File: config.mk
export PLATFORM = sky130hd
export DESIGN_NAME = uart_mem_loader
export DESIGN_NICKNAME = d
export VERILOG_FILES = /design/src/rtl/uart_mem_loader_pkg.sv /design/src/rtl/uart_word_fifo.sv /design/src/rtl/uart_mem_loader.sv
export SDC_FILE = /design/constraint.sdc
export NUM_CORES = 1
export LEC_CHECK = 0
export CORE_UTILIZATION = 49
export DETAILED_ROUTE_END_ITERATION = 12
export GPL_ROUTABILITY_DRIVEN = 0
export PLACE_DENSITY = 0.7
export SLEW_MARGIN = 0
export SYNTH_ARGS = -nofsm -noshare
export SYNTH_HDL_FRONTEND = slang
export SYNTH_SLANG_ARGS = --single-unit
File: constraint.sdc
create_clock -name clk -period 12.35 [get_ports clk]
set_clock_uncertainty 0.1 [all_clocks]
set_input_delay 1.235 -clock clk [delete_from_list [all_inputs] [get_ports clk]]
set_output_delay 1.235 -clock clk [all_outputs]
set_load 0.005 [all_outputs]
File: src/rtl/uart_mem_loader_pkg.sv
// Shared types for the memory clients sitting upstream of request_handler.
// Latency: n/a (types and helpers only).
// Backpressure: n/a.
package uart_mem_loader_pkg;

    // Which client currently owns the memory port.
    typedef enum logic [1:0] {
        CLIENT_NONE,
        CLIENT_UART,
        CLIENT_VGA
    } current_client_t;

    // VGA fetch engine states.
    typedef enum logic [1:0] {
        VGA_IDLE,
        VGA_FETCH,
        VGA_WAIT
    } VGA_state_t;

    // UART loader states.
    typedef enum logic [1:0] {
        IDLE,
        LOAD,
        FLUSH,
        DONE
    } loader_state_t;

    // One buffered word: {sel, data}.
    localparam int WORD_ENTRY_W = 36;

    // Byte enables for a word holding 'cnt' packed bytes (cnt = 1..4).
    function automatic logic [3:0] sel_for_count(input logic [2:0] cnt);
        logic [3:0] r;
        r = 4'hF;
        if (cnt < 3'd4)
            r = (4'b0001 << cnt) - 4'b0001;
        return r;
    endfunction

endpackage

File: src/rtl/uart_word_fifo.sv
// Synchronous word FIFO holding {sel,data} entries for the UART loader.
// Latency: 1 cycle push-to-visible, head is read combinationally.
// Backpressure: caller must not push when full unless popping the same cycle; clear empties it.
// Ports: clk/rst (async, active-high), i_clear, i_push/i_push_dat, i_pop, o_head_dat, o_full, o_empty.
module uart_word_fifo #(
    parameter int DEPTH = 4,
    parameter int W     = 36
) (
    input  logic         clk,
    input  logic         rst,
    input  logic         i_clear,
    input  logic         i_push,
    input  logic [W-1:0] i_push_dat,
    input  logic         i_pop,
    output logic [W-1:0] o_head_dat,
    output logic         o_full,
    output logic         o_empty
);
    localparam int AW    = $clog2(DEPTH);
    localparam int CNT_W = AW + 1;

    logic [W-1:0]     r_mem [DEPTH];
    logic [AW-1:0]    r_wr_ptr;
    logic [AW-1:0]    r_rd_ptr;
    logic [CNT_W-1:0] r_count;

    assign o_head_dat = r_mem[r_rd_ptr];
    assign o_full     = (r_count == CNT_W'(DEPTH));
    assign o_empty    = (r_count == '0);

    // Storage is not reset: contents are only observed when count says they are valid.
    always_ff @(posedge clk) begin
        if (i_push && !i_clear)
            r_mem[r_wr_ptr] <= i_push_dat;
    end

    always_ff @(posedge clk or posedge rst) begin
        if (rst) begin
            r_wr_ptr <= '0;
            r_rd_ptr <= '0;
            r_count  <= '0;
        end else if (i_clear) begin
            r_wr_ptr <= '0;
            r_rd_ptr <= '0;
            r_count  <= '0;
        end else begin
            if (i_push)
                r_wr_ptr <= r_wr_ptr + AW'(1);
            if (i_pop)
                r_rd_ptr <= r_rd_ptr + AW'(1);
            case ({i_push, i_pop})
                2'b10:   r_count <= r_count + CNT_W'(1);
                2'b01:   r_count <= r_count - CNT_W'(1);
                default: r_count <= r_count;
            endcase
        end
    end

endmodule

File: src/rtl/uart_mem_loader.sv
// Packs UART bytes little-endian into words and writes them sequentially to memory from BASE_ADDR.
// Latency: a completed word is requested 1 cycle after the byte that completes it (no bypass).
// Backpressure: requests held until UART_enable & ~mem_busy; words arriving with the FIFO full are dropped (rx_overflow).
// Ports: clk/rst, start/flush control, rx_data/rx_valid byte stream, UART_enable/mem_busy grant,
//        *_from_UART memory request, load_busy/load_done/rx_overflow/words_written status.
module uart_mem_loader
    import uart_mem_loader_pkg::*;
#(
    parameter logic [31:0] BASE_ADDR  = 32'h0000_0000,
    parameter int unsigned MAX_WORDS  = 1024,
    parameter int          FIFO_DEPTH = 4
) (
    input  logic        clk,
    input  logic        rst,
    input  logic        start,
    input  logic        flush,
    input  logic [7:0]  rx_data,
    input  logic        rx_valid,
    input  logic        UART_enable,
    input  logic        mem_busy,
    output logic        write_from_UART,
    output logic        read_from_UART,
    output logic [31:0] adr_from_UART,
    output logic [31:0] data_from_UART,
    output logic [3:0]  sel_from_UART,
    output logic        load_busy,
    output logic        load_done,
    output logic        rx_overflow,
    output logic [31:0] words_written
);
    loader_state_t r_state;
    logic [1:0]    r_idx;
    logic [23:0]   r_acc;          // bytes 0..2 of the word in progress, unused bytes kept 0
    logic [31:0]   r_offset;
    logic [31:0]   r_words;
    logic [31:0]   r_pushed;
    logic          r_overflow;
    logic          r_load_busy;
    logic          r_load_done;

    logic                    w_empty;
    logic                    w_full;
    logic [WORD_ENTRY_W-1:0] w_head;
    logic                    w_acc;
    logic                    w_in_load;
    logic                    w_room;
    logic                    w_byte_en;
    logic [2:0]              w_cnt;
    logic [31:0]             w_pack;
    logic                    w_push_word;
    logic                    w_fifo_push;
    logic                    w_drop;

    always_comb begin
        w_acc     = ~w_empty & UART_enable & ~mem_busy;
        w_in_load = (r_state == LOAD) & ~start;
        w_room    = (r_pushed < 32'(MAX_WORDS));
        w_byte_en = w_in_load & rx_valid & w_room;
        // The same-cycle byte is packed before any flush looks at the index.
        w_pack = {8'h00, r_acc};
        if (w_byte_en)
            w_pack[{r_idx, 3'b000} +: 8] = rx_data;
        w_cnt       = {1'b0, r_idx} + {2'b00, w_byte_en};
        w_push_word = w_in_load & w_room &
                      ((w_cnt == 3'd4) | (flush & (w_cnt != 3'd0)));
        // A full FIFO still takes the word if the head leaves this cycle.
        w_fifo_push = w_push_word & (~w_full | w_acc);
        w_drop      = w_push_word & w_full & ~w_acc;
    end

    uart_word_fifo #(
        .DEPTH (FIFO_DEPTH),
        .W     (WORD_ENTRY_W)
    ) u_fifo (
        .clk        (clk),
        .rst        (rst),
        .i_clear    (start),
        .i_push     (w_fifo_push),
        .i_push_dat ({sel_for_count(w_cnt), w_pack}),
        .i_pop      (w_acc),
        .o_head_dat (w_head),
        .o_full     (w_full),
        .o_empty    (w_empty)
    );

    always_ff @(posedge clk or posedge rst) begin
        if (rst) begin
            r_state     <= IDLE;
            r_idx       <= '0;
            r_acc       <= '0;
            r_offset    <= '0;
            r_words     <= '0;
            r_pushed    <= '0;
            r_overflow  <= 1'b0;
            r_load_busy <= 1'b0;
            r_load_done <= 1'b0;
        end else if (start) begin
            r_state     <= LOAD;
            r_idx       <= '0;
            r_acc       <= '0;
            r_offset    <= '0;
            r_words     <= '0;
            r_pushed    <= '0;
            r_overflow  <= 1'b0;
            r_load_busy <= 1'b1;
            r_load_done <= 1'b0;
        end else begin
            if (w_acc) begin
                r_offset <= r_offset + 32'd4;
                r_words  <= r_words + 32'd1;
            end
            if (w_fifo_push)
                r_pushed <= r_pushed + 32'd1;
            if (w_drop)
                r_overflow <= 1'b1;
            // Index wraps on every completed/flushed word, dropped or not.
            if (w_push_word) begin
                r_idx <= '0;
                r_acc <= '0;
            end else if (w_byte_en) begin
                r_idx <= r_idx + 2'd1;
                r_acc <= w_pack[23:0];
            end
            case (r_state)
                LOAD: begin
                    if (w_acc && (r_words + 32'd1 == 32'(MAX_WORDS))) begin
                        r_state     <= DONE;
                        r_load_busy <= 1'b0;
                        r_load_done <= 1'b1;
                    end else if (flush) begin
                        r_state <= FLUSH;
                    end
                end
                FLUSH: begin
                    if (w_empty) begin
                        r_state     <= DONE;
                        r_load_busy <= 1'b0;
                        r_load_done <= 1'b1;
                    end
                end
                default: r_state <= r_state;
            endcase
        end
    end

    assign write_from_UART = ~w_empty;
    assign read_from_UART  = 1'b0;
    assign adr_from_UART   = BASE_ADDR + r_offset;
    assign data_from_UART  = w_empty ? 32'h0 : w_head[31:0];
    assign sel_from_UART   = w_empty ? 4'h0  : w_head[35:32];
    assign load_busy       = r_load_busy;
    assign load_done       = r_load_done;
    assign rx_overflow     = r_overflow;
    assign words_written   = r_words;

endmodule

Word level (Yosys, flattened, before mapping):

Memories as Yosys holds them, arrays and structs flattened.
Cells that the tools add are included.

* output and inout port bits: 105
* register bits after elaboration: 134
* input bits: 15
* memory bits (writable): 144
* memories: 1

* $add $sub $neg: 11
* multiplexer cells: 40
* reductions and logical operators: 13
* $lt $le $gt $ge: 2
* shifts and indexed selects: 3
* bitwise operators: 18
* eq/ne operators: 10

Memory list
* u_fifo.r_mem: words 4, bits a word 36, read ports 1, clocked after Yosys merged registers in 0, wr ports 1, RTL line uart_word_fifo.sv:22 `logic [W-1:0] r_mem [DEPTH];`

Operator list (count)
* 32-bit two-way mux: 8
* 24-bit two-way mux: 3
* 32-bit by 1-bit adder with 32-bit output (second input constant): 2
* 32-bit by 3-bit adder with 32-bit output (second input constant): 1
* 32-bit bitwise mux: 1
* 32-bit by 11-bit == test with 1-bit output (second input constant): 1
* 32-bit by 11-bit less-than comparator with 1-bit output (second input constant): 1
* 8-bit by 7-bit variable shift with 32-bit output (first input constant): 1
* 8-bit by 7-bit variable part select with 32-bit output: 1
* 2-bit two-way mux: 11
* 3-bit nonzero test: 4
* 1-bit bitwise AND: 11
* 1-bit two-way mux: 10
* 4-bit two-way mux: 2
* 5-bit negator with 7-bit output: 1
* 2-bit by 1-bit adder with 2-bit output (second input constant): 3
* 3-bit == test (second input constant): 2
* 3-bit case mux with 2 select lines: 1
* 3-bit AND reduction: 2
* 2-bit nonzero test: 3
* 1-bit inverter: 5
* 2-bit by 1-bit == test with 1-bit output (second input constant): 2
* 2-bit == test (second input constant): 2
* 4-bit by 3-bit inequality test with 1-bit output (second input constant): 1
* other kinds (15): 18

Longest topological paths before layout:

Gate-level depths: netlist of run 1.

* depth after elaboration: 13
* depth in mapped cells: 14
* mapped depth without buffers: 13

Cells and area by module:

From an unflattened synthesis of run 1, not the netlist that was laid out.

* cell total of the unflattened synthesis: 1001
* area total of the unflattened synthesis: 12453.2 um^2

Modules (own cells, without submodules)
* uart_mem_loader: cells an instance 769, times used 1, seq. area each 3128.0 um^2, area each 6800.3 um^2
* uart_word_fifo: cells an instance 232, times used 1, seq. area each 4499.3 um^2, area each 5652.9 um^2

Worst setup path before layout of run 1:

Ideal clock, no wire load.

* path kind: input to register
* from: in start
* to: mem u_fifo.r_mem[0][0], enable pin
* cell stages on the path: 11
* data required time: 11.853 ns
* data arrival time: 4.763 ns
* buffers on the path: 2
* slack: 7.091 ns
* path through: clkbuf_8 -> nor4_1 -> nand3_1 -> nor3_1 -> ha_1 -> ha_1 -> or3_1 -> o21ai_0 -> nor4_1 -> clkbuf_1 -> and2_1

* cells in the longest elaborated chain, start to end: 13
* elaborated cells between the ends (all ways): 16
* those cells by class: add/sub: 1; eq/ne: 1; mux: 2; bitwise: 9; reduce/logical: 3

Ends and longest elaborated chain
* start: declaration: RTL line uart_mem_loader.sv:15 `input logic start,`
* 1-bit inverter: RTL line uart_mem_loader.sv:56 `w_in_load = (r_state == LOAD) & ~start;`
* 1-bit bitwise AND: RTL line uart_mem_loader.sv:56
* 1-bit bitwise AND (2 in series): RTL line uart_mem_loader.sv:58 `w_byte_en = w_in_load & rx_valid & w_room;`
* 2-bit by 1-bit adder with 3-bit output: RTL line uart_mem_loader.sv:63 `w_cnt = {1'b0, r_idx} + {2'b00, w_byte_en};`
* 3-bit nonzero test: RTL line uart_mem_loader.sv:65 `((w_cnt == 3'd4) | (flush & (w_cnt != 3'd0)));`
* 1-bit bitwise AND: RTL line uart_mem_loader.sv:65
* 1-bit bitwise OR: RTL line uart_mem_loader.sv:65
* 1-bit bitwise AND: RTL line uart_mem_loader.sv:64 `w_push_word = w_in_load & w_room &`
* 1-bit bitwise AND: RTL line uart_mem_loader.sv:67 `w_fifo_push = w_push_word & (~w_full | w_acc);`
* 1-bit logical AND *: RTL line uart_word_fifo.sv:33 `if (i_push && !i_clear)`
* 1-bit two-way mux *: RTL line uart_word_fifo.sv:33
* 1-bit two-way mux (not written as such) *: RTL line uart_word_fifo.sv:34 `r_mem[r_wr_ptr] <= i_push_dat;`
* end: declaration: RTL line uart_word_fifo.sv:22

Every way passes the cells marked *; elsewhere a longest branch is shown, timed or not.

Worst setup path in the final report of run 1:

* from: in start
* to: reg u_fifo.r_count[2]

* cells in the longest elaborated chain, start to end: 13
* elaborated cells between the ends (all ways): 17
* those cells by class: add/sub: 1; eq/ne: 3; mux: 2; bitwise: 9; reduce/logical: 2

Ends and longest elaborated chain
* 1-bit inverter: RTL line uart_mem_loader.sv:56
* 1-bit bitwise AND: RTL line uart_mem_loader.sv:56
* 1-bit bitwise AND (2 in series): RTL line uart_mem_loader.sv:58
* 2-bit by 1-bit adder with 3-bit output: RTL line uart_mem_loader.sv:63
* 3-bit nonzero test: RTL line uart_mem_loader.sv:65
* 1-bit bitwise AND: RTL line uart_mem_loader.sv:65
* 1-bit bitwise OR: RTL line uart_mem_loader.sv:65
* 1-bit bitwise AND: RTL line uart_mem_loader.sv:64
* 1-bit bitwise AND: RTL line uart_mem_loader.sv:67
* 2-bit by 1-bit == test with 1-bit output or 2-bit == test (tied branches): RTL line uart_word_fifo.sv:51 `case ({i_push, i_pop})`
* 3-bit case mux with 2 select lines: RTL line uart_word_fifo.sv:51
* 3-bit two-way mux: RTL line uart_word_fifo.sv:42 `end else if (i_clear) begin`
* end signal: assignment: RTL line uart_word_fifo.sv:52 `2'b10: r_count <= r_count + CNT_W'(1);`
* end signal: assignment: RTL line uart_word_fifo.sv:53 `2'b01: r_count <= r_count - CNT_W'(1);`
* end signal: assignment: RTL line uart_word_fifo.sv:54 `default: r_count <= r_count;`
* end: declaration: RTL line uart_word_fifo.sv:25 `logic [CNT_W-1:0] r_count;`

Parallel ways exist; a longest one is shown, timed or not.
A chain may end at the register's enable or synchronous reset.

==> impl_metrics.csv, run 1 <==
group,metric,value,unit
clocking,cts_resized,0,
worst_setup_path,r2r_slack,7.85,ns
route,vias,7933,
layout,fin_nets,1140,
timing,worst_slew_margin_rel,0.1494,
floorplan,die_h,161.6,µm
timing,finalCriticalPeriod,4.675,ns
clocking,postCtsSetupRepairBufs,0,
timing,tns,0,ns
layout,diodes,0,
power_and_ir_drop,switching_share,0.2225,
timing,hold_viol_final,0,
power_and_ir_drop,pwr-share-clk,0.417,
synthesis,synth.avg_cell_area,12.40,µm²
worst_hold_path,holdPathEnd,"r_pushed[17]",
floorplan,die_area,26130,µm²
timing,hold_ws,0.4031,ns
route,drc,0,
clocking,cts.sink_count,276,
route,finalWirelength,24.87,mm
worst_setup_path,cp_slowest_cell,"nor3_1",
clocking,clock-root-buffer,"clkbuf_16",
worst_setup_path,worstPathArrival,4.96,ns
floorplan,start_util,0.4973,
worst_setup_path,worstReg2RegStart,"r_state[0]",
floorplan,row_count,58,
global_routing,grt_overflow,0,
placement,post-place-cells,1408,
worst_setup_path,cp_cell_sequence,"buf_4, nor4_1, nand3_1, nor3_1, ha_1, ha_1, or3_1, o21ai_0, nor3_1, nand2b_1, fa_1, mux2i_1, xnor2_1, nor2_1",
power_and_ir_drop,leakage,5.570,nW
synthesis,synth_seq_area_share,0.6108,
global_routing,grt.total_usage,0.1947,
floorplan,io_pins,120,
global_routing,grt_pass1_wl,40.53,mm
placement,io_buffers,116,
run_status,status,"completed",
synthesis,netlist_area,12490,µm²
clocking,cts_tree,"built",
worst_setup_path,start_kind,"input pin",
worst_hold_path,hp-class,"flip-flop to flip-flop",
synthesis,yosys_register_bits,276,
run,maxCapViolCount,0,
timing,fin_ws,7.675,ns
layout,syn2layout_area_growth,18.69,%
power_and_ir_drop,ir_drop,0.0001246,V
power_and_ir_drop,power_frac_comb,0.106,
worst_setup_path,end_kind,"flip-flop",
global_routing,grt_max_degree,107,
worst_setup_path,crit_type,"input pin to flip-flop",
placement,post-place-ws,7.156,ns
synthesis,synth-edff-count,144,
layout,fin_cells,1460,
timing,clock.fmax,213.9,MHz
timing,post-route-period-util,0.3786,
route,ant_nets,0,
route,drt_first_iter_violations,466,
power_and_ir_drop,p_seq_frac,0.477,
synthesis,synthCells,1007,
worst_setup_path,timing.rr.end,"u_fifo.r_count[2]",
layout,fillers,2069,
global_routing,antenna_found_initial,1,
worst_hold_path,holdPathStages,1,
timing,rsz0062_at_grt,"false",
global_routing,grt_pass1_vias,7663,
worst_setup_path,required,12.63,ns
power_and_ir_drop,p_switching,0.0004648,W
worst_setup_path,critical_path.max_fanout,10,
power_and_ir_drop,p_per_area,141.0,nW/µm²
timing,finalSetupViolCount,0,
timing,final_max_slew_viol_count,0,
synthesis,yosys_warnings,0,
floorplan,core_area,25110,µm²
layout,drive_gt1_frac,0.1044,
synthesis,ys_types,63,
worst_hold_path,hold_start,"r_pushed[17]",
clocking,cts_buffers,28,
route,drtPass1Iterations,5,
route,wl_per_cell,17.04,µm
power_and_ir_drop,intPower,0.001624,W
timing,worstMarginPinSlew,1.258,ns
clocking,htree_num_levels,1,
synthesis,postSynth.asyncResetShare,0.4783,
synthesis,synth_flop_cell,"edfxtp_1",
clocking,clockBufferDepth,3,
placement,dp_hpwl,15.50,mm
clocking,clkTransAtPathRegs,0.06,ns
route,viasPerCell,5.434,
worst_setup_path,critical-path-max-stage-delay,0.85,ns
clocking,clock_latency,0.54,ns
clocking,hold_buffers,0,
worst_setup_path,r2r_cells,13,
floorplan,die_w,161.6,µm
worst max path at each step:
stage	from	end	slack, ns
after floorplan	start	u_fifo.r_mem[0][0]	7.09
after global placement	start	u_fifo.r_count[2]	7.28
after detailed placement	start	u_fifo.r_count[2]	7.16
after CTS	start	u_fifo.r_count[2]	7.71
after global routing	start	u_fifo.r_count[2]	7.32
final	start	u_fifo.r_count[2]	7.67
Yosys cell counts (4+ instances only):
library cell    n  share of area
xnor2_1        41          0.029
and3_1         11         0.0055
or3_1          13         0.0065
nor2b_1        23          0.012
buf_6           5         0.0045
and4_1          4         0.0028
edfxtp_1      144           0.35
nand4_1        18         0.0090
a211oi_1        4         0.0024
nand3_1        54          0.022
nand2b_1        7         0.0035
nor2_1         94          0.028
nand2_1        96          0.029
a31oi_1         5         0.0025
and3_2          4         0.0024
o21ai_0        18         0.0072
a21oi_1        40          0.016
mux4_2         36          0.065
xor2_1         30          0.021
or4_1           4         0.0024
nor4_1         17         0.0085
and2_1         57          0.029
buf_4           7         0.0042
nor3_1         18         0.0072
ha_1           16          0.016
nor3b_1         4         0.0024
inv_1          18         0.0054
clkbuf_1       37          0.011
dfrtp_1       132           0.26
power by group through the flow:
stage	Clock [W]	Sequential, W	Combinational, W
floorplan	0	0.00101	0.000125
global placement	0	0.00101	0.000223
detailed placement	0	0.00101	0.000227
CTS	0.000893	0.000996	0.000227
global route	0.000930	0.000997	0.000248
finish	0.000871	0.000996	0.000222
layout make-up:
cell class,instances,area [µm²],area share
sequential,276,7629,0.5147
multi-input combinational,657,4481,0.3023
timing repair buffer,127,1241,0.08375
clock buffer,39,844.6,0.05699
tap,330,412.9,0.02786
clock inverter,13,142.6,0.009624
inverter,18,70.07,0.004728
cells by family (layout without fill, tap and decap cells):
| logic type | after synthesis | in the layout | share of synthesized area |
|---|---|---|---|
| AOI/OAI and AO/OA | 83 | 83 | 0.03948 |
| xor gates and xnor gates | 71 | 71 | 0.04980 |
| adders and majority gates | 17 | 17 | 0.01764 |
| buffers and inverters | 76 | 197 | 0.03146 |
| DFF | 276 | 276 | 0.6108 |
| muxes | 41 | 41 | 0.06914 |
| other | 1 | 3 | 0.0003003 |
| and+or+nand+nor | 442 | 442 | 0.1814 |
metrics by stage:
step	power [W]	instance area (µm²)	utilization
6_report	0.002089	14820	0.5902
5_1_grt	0.002175	14820	0.5902
4_1_cts	0.002116	14820	0.5902
3_5_place_dp	0.001241	13830	0.5509
3_3_place_gp	0.001237	13830	0.5509
2_1_floorplan	0.001134	12490	-
registers in the layout, indices dropped and copies added, names as in the netlist, 2 cells and up:
signal and count:
r_state 2, r_offset 30, r_acc 24, u_fifo.r_wr_ptr 2
r_pushed 32, words_written 32, r_idx 2, u_fifo.r_rd_ptr 2
u_fifo.r_count 3, u_fifo.r_mem 144
layer usage:
| metal | wire length, µm | vias up | GRT usage |
|---|---|---|---|
| met5 | 12 | - | 0 |
| met4 | 367 | 2 | 0.04417 |
| met3 | 1293 | 32 | 0.03107 |
| met2 | 11710 | 205 | 0.3109 |
| met1 | 11490 | 3895 | 0.2817 |
| li1 | - | 3799 | - |
placed cells by master, fill, tap and decap left out, drive strengths merged, types with 3 or more instances in the layout:
cell / netlist / final
inv: 18 / 18
xor2: 30 / 30
ha: 16 / 16
mux2i: 3 / 3
xnor2: 41 / 41
conb: 1 / 3
and2: 58 / 58
nor4b: 3 / 3
nand3: 55 / 55
and4b: 3 / 3
and4: 4 / 4
clkinv: 0 / 7
mux4: 36 / 36
a31oi: 5 / 5
or4: 5 / 5
nor2: 94 / 94
nor3: 18 / 18
or3: 16 / 16
o21ai: 18 / 18
dfrtp: 132 / 132
a21oi: 40 / 40
nand2: 96 / 96
nor2b: 23 / 23
nand4: 18 / 18
nand2b: 7 / 7
clkinvlp: 0 / 4
nor4: 17 / 17
clkbuf: 42 / 39
buf: 15 / 12
and3: 15 / 15
edfxtp: 144 / 144
a211oi: 5 / 5
nor3b: 4 / 4
clkdlybuf4s50: 1 / 115
worst max-delay path, delay by kind of cell:
kind | cells | cell delay (ns)
simple gates | 7 | 2.11
fa+ha+maj | 3 | 0.97
xor+xnor | 1 | 0.14
compound gates | 1 | 0.18
buf+inv | 1 | 0.13
mux | 1 | 0.19
No activity file was read; power rests on OpenSTA's default activity.
==> run 2, diff against run 1 <==
--- a/config.mk
+++ b/config.mk
@@ -8,7 +8,7 @@
 export CORE_UTILIZATION = 49
 export DETAILED_ROUTE_END_ITERATION = 12
 export GPL_ROUTABILITY_DRIVEN = 0
-export PLACE_DENSITY = 0.7
+export PLACE_DENSITY = 0.73
 export SLEW_MARGIN = 0
 export SYNTH_ARGS = -nofsm -noshare
 export SYNTH_HDL_FRONTEND = slang
==> constraint.sdc (replaced) <==
create_clock -name clk -period 3.8 [get_ports clk]
set_clock_uncertainty 0.1 [all_clocks]
set_input_delay 0.38 -clock clk [delete_from_list [all_inputs] [get_ports clk]]
set_output_delay 0.38 -clock clk [all_outputs]
set_load 0.005 [all_outputs]
==> run 2 against run 1 <==
- count of clock-buffer cells in the layout down 1
- critical path depth shrank 1
- flip-flop and latch count unchanged
- register-to-register slack got worse by 7.6 ns
- design area up 1.6%
- utilization grew 0.95 points
- worst setup slack lost 7.4 ns
- global-route usage rose by 1.2 points
- sequential power rose to 3.3 times the previous value
- via count grew 3.8%
- sequential share of layout area decreased by 0.82 points
- die area stayed put
- largest power group unchanged
==> impl_metrics.csv, run 2 (synthesized netlist as in run 1, its figures left out) <==
group,metric,value,unit
power_and_ir_drop,p_per_area,461.0,nW/µm²
worst_setup_path,start_kind,"flip-flop",
placement,dpl_cell_area,14030,µm²
clocking,htree_num_levels,1,
layout,drive_gt1_frac,0.1225,
timing,finalCriticalPeriod,3.553,ns
clocking,cts.sink_count,276,
power_and_ir_drop,power_frac_comb,0.109,
layout,utilization,0.5998,
floorplan,start_util,0.4973,
worst_setup_path,end_kind,"flip-flop",
placement,io_buffers,116,
floorplan,io_pins,120,
clocking,clockBufferDepth,3,
worst_setup_path,crit_type,"flip-flop to flip-flop",
worst_setup_path,timing.rr.end,"u_fifo.r_count[2]",
route,vias,8236,
layout,largest_register_ffs,144,
worst_setup_path,r2r_slack,0.25,ns
power_and_ir_drop,p_seq_frac,0.467,
layout,layout_common_cells,"edfxtp_1, dfrtp_1, clkdlybuf4s50_1, nand2_1, nor2_1",
route,viasPerCell,5.561,
timing,worst_slew_margin_rel,0.3096,
worst_hold_path,hold_start,"start",
route,drtPass1Iterations,5,
timing,clock.fmax,281.4,MHz
timing,final_max_slew_viol_count,0,
power_and_ir_drop,ir_drop,0.0003505,V
power_and_ir_drop,switching_share,0.2213,
power_and_ir_drop,intPower,0.005406,W
layout,syn2layout_area_growth,20.60,%
global_routing,grt_overflow,0,
route,ant_nets,0,
global_routing,grt_pass1_wl,42.67,mm
floorplan,die_area,26130,µm²
layout,max_flop_register,"u_fifo.r_mem",
clocking,clock-root-buffer,"clkbuf_16",
worst_setup_path,critical_path.max_fanout,6,
route,drc,0,
layout,layout_commonest_cell,"edfxtp_1",
global_routing,grt.total_usage,0.2063,
global_routing,grt_pass1_vias,8087,
layout,fin_nets,1161,
floorplan,core_area,25110,µm²
worst_setup_path,worstPathArrival,3.84,ns
layout,final_area,15060,µm²
route,finalWirelength,26.67,mm
timing,rsz0062_at_grt,"false",
timing,tns,0,ns
worst_hold_path,holdPathEnd,"r_pushed[17]",
worst_hold_path,hp-class,"input pin to flip-flop",
route,drt_first_iter_violations,596,
worst_hold_path,holdPathStages,3,
timing,worstMarginPinSlew,1.033,ns
worst_setup_path,required,4.09,ns
power_and_ir_drop,p_switching,0.001536,W
timing,hold_ws,0.1595,ns
placement,dp_hpwl,16.90,mm
layout,diodes,0,
route,wl_per_cell,18.01,µm
power_and_ir_drop,pwr-share-clk,0.424,
clocking,clkTransAtPathRegs,0.06,ns
clocking,cts_buffers,28,
worst_setup_path,r2r_cells,13,
global_routing,grt_max_degree,88,
clocking,clock_latency,0.55,ns
floorplan,die_w,161.6,µm
global_routing,antenna_found_initial,0,
timing,post-route-period-util,0.9351,
run_status,status,"completed",
worst_setup_path,worstReg2RegStart,"r_pushed[24]",
floorplan,row_count,58,
timing,hold_viol_final,0,
clocking,cts_tree,"built",
timing,finalSetupViolCount,0,
run,maxCapViolCount,0,
floorplan,die_h,161.6,µm
power_and_ir_drop,finalPower,0.006942,W
clocking,hold_buffers,0,
power_and_ir_drop,leakage,5.695,nW
[run 2: power groups by stage]
stage	Combinational [W]	Clock, W	Sequential (W)
after floorplan	0.000408	0	0.00328
after global placement	0.000756	0	0.00330
after detailed placement	0.000760	0	0.00330
after CTS	0.000767	0.00299	0.00324
after global routing	0.000833	0.00311	0.00325
final	0.000759	0.00294	0.00324
[run 2: final cells by class]
class,instances,area (µm²)
clock buffers,38,748.2
clock inverters,14,254.0
fillers,1961,10050
inverters,18,71.32
multi-input cells,657,4508
flip-flops and latches,276,7629
well taps,330,412.9
repair buffers,148,1436
[run 2: layer usage]
| metal | vias up | track usage | part of all wire |
|---|---|---|---|
| met4 | 0 | 0.05189 | 0.021 |
| met3 | 44 | 0.04443 | 0.064 |
| li1 | 3840 | - | - |
| met5 | - | 0 | 0 |
| met1 | 4128 | 0.2660 | 0.42 |
| met2 | 224 | 0.3548 | 0.49 |
[run 2: stage by stage]
stage,std cells,setup slack [ns]
floorplan,1009,0.01921
global placement,1428,0.2520
detailed placement,1428,0.1666
CTS,1480,0.07659
global route,1481,0.04002
finish,1481,0.2466
[run 2: what timing repair did]
action | 4_1_cts | 5_1_grt
setup buffers | 0 | 1
setup endpoints to repair | 0 | 109
gates resized for setup | 0 | 4
[run 2: how the worst max path moves through the flow]
| stage | from | end | slack, ns | cells after the start |
|---|---|---|---|---|
| 6_report | r_pushed[24] | u_fifo.r_count[2] | 0.25 | 13 |
| 5_1_grt | r_pushed[29] | u_fifo.r_count[2] | 0.04 | 13 |
| 4_1_cts | r_pushed[28] | u_fifo.r_count[2] | 0.08 | 13 |
| 3_5_place_dp | start | u_fifo.r_count[2] | 0.17 | 14 |
| 3_3_place_gp | start | u_fifo.r_count[2] | 0.25 | 14 |
| 2_1_floorplan | start | u_fifo.r_mem[0][0] | 0.02 | 11 |
[run 2: critical path, cell delays in order, from the launching register on]
cell and delay, ns:
dfrtp_1 0.38, nor4_2 0.30, nand4_1 0.20, nor3_2 0.22
ha_1 0.17, ha_1 0.25, or3_4 0.43, o21ai_1 0.13
nor3_1 0.10, nand2b_1 0.22, fa_1 0.44, mux2i_1 0.22
xnor2_1 0.17, nor2_1 0.06
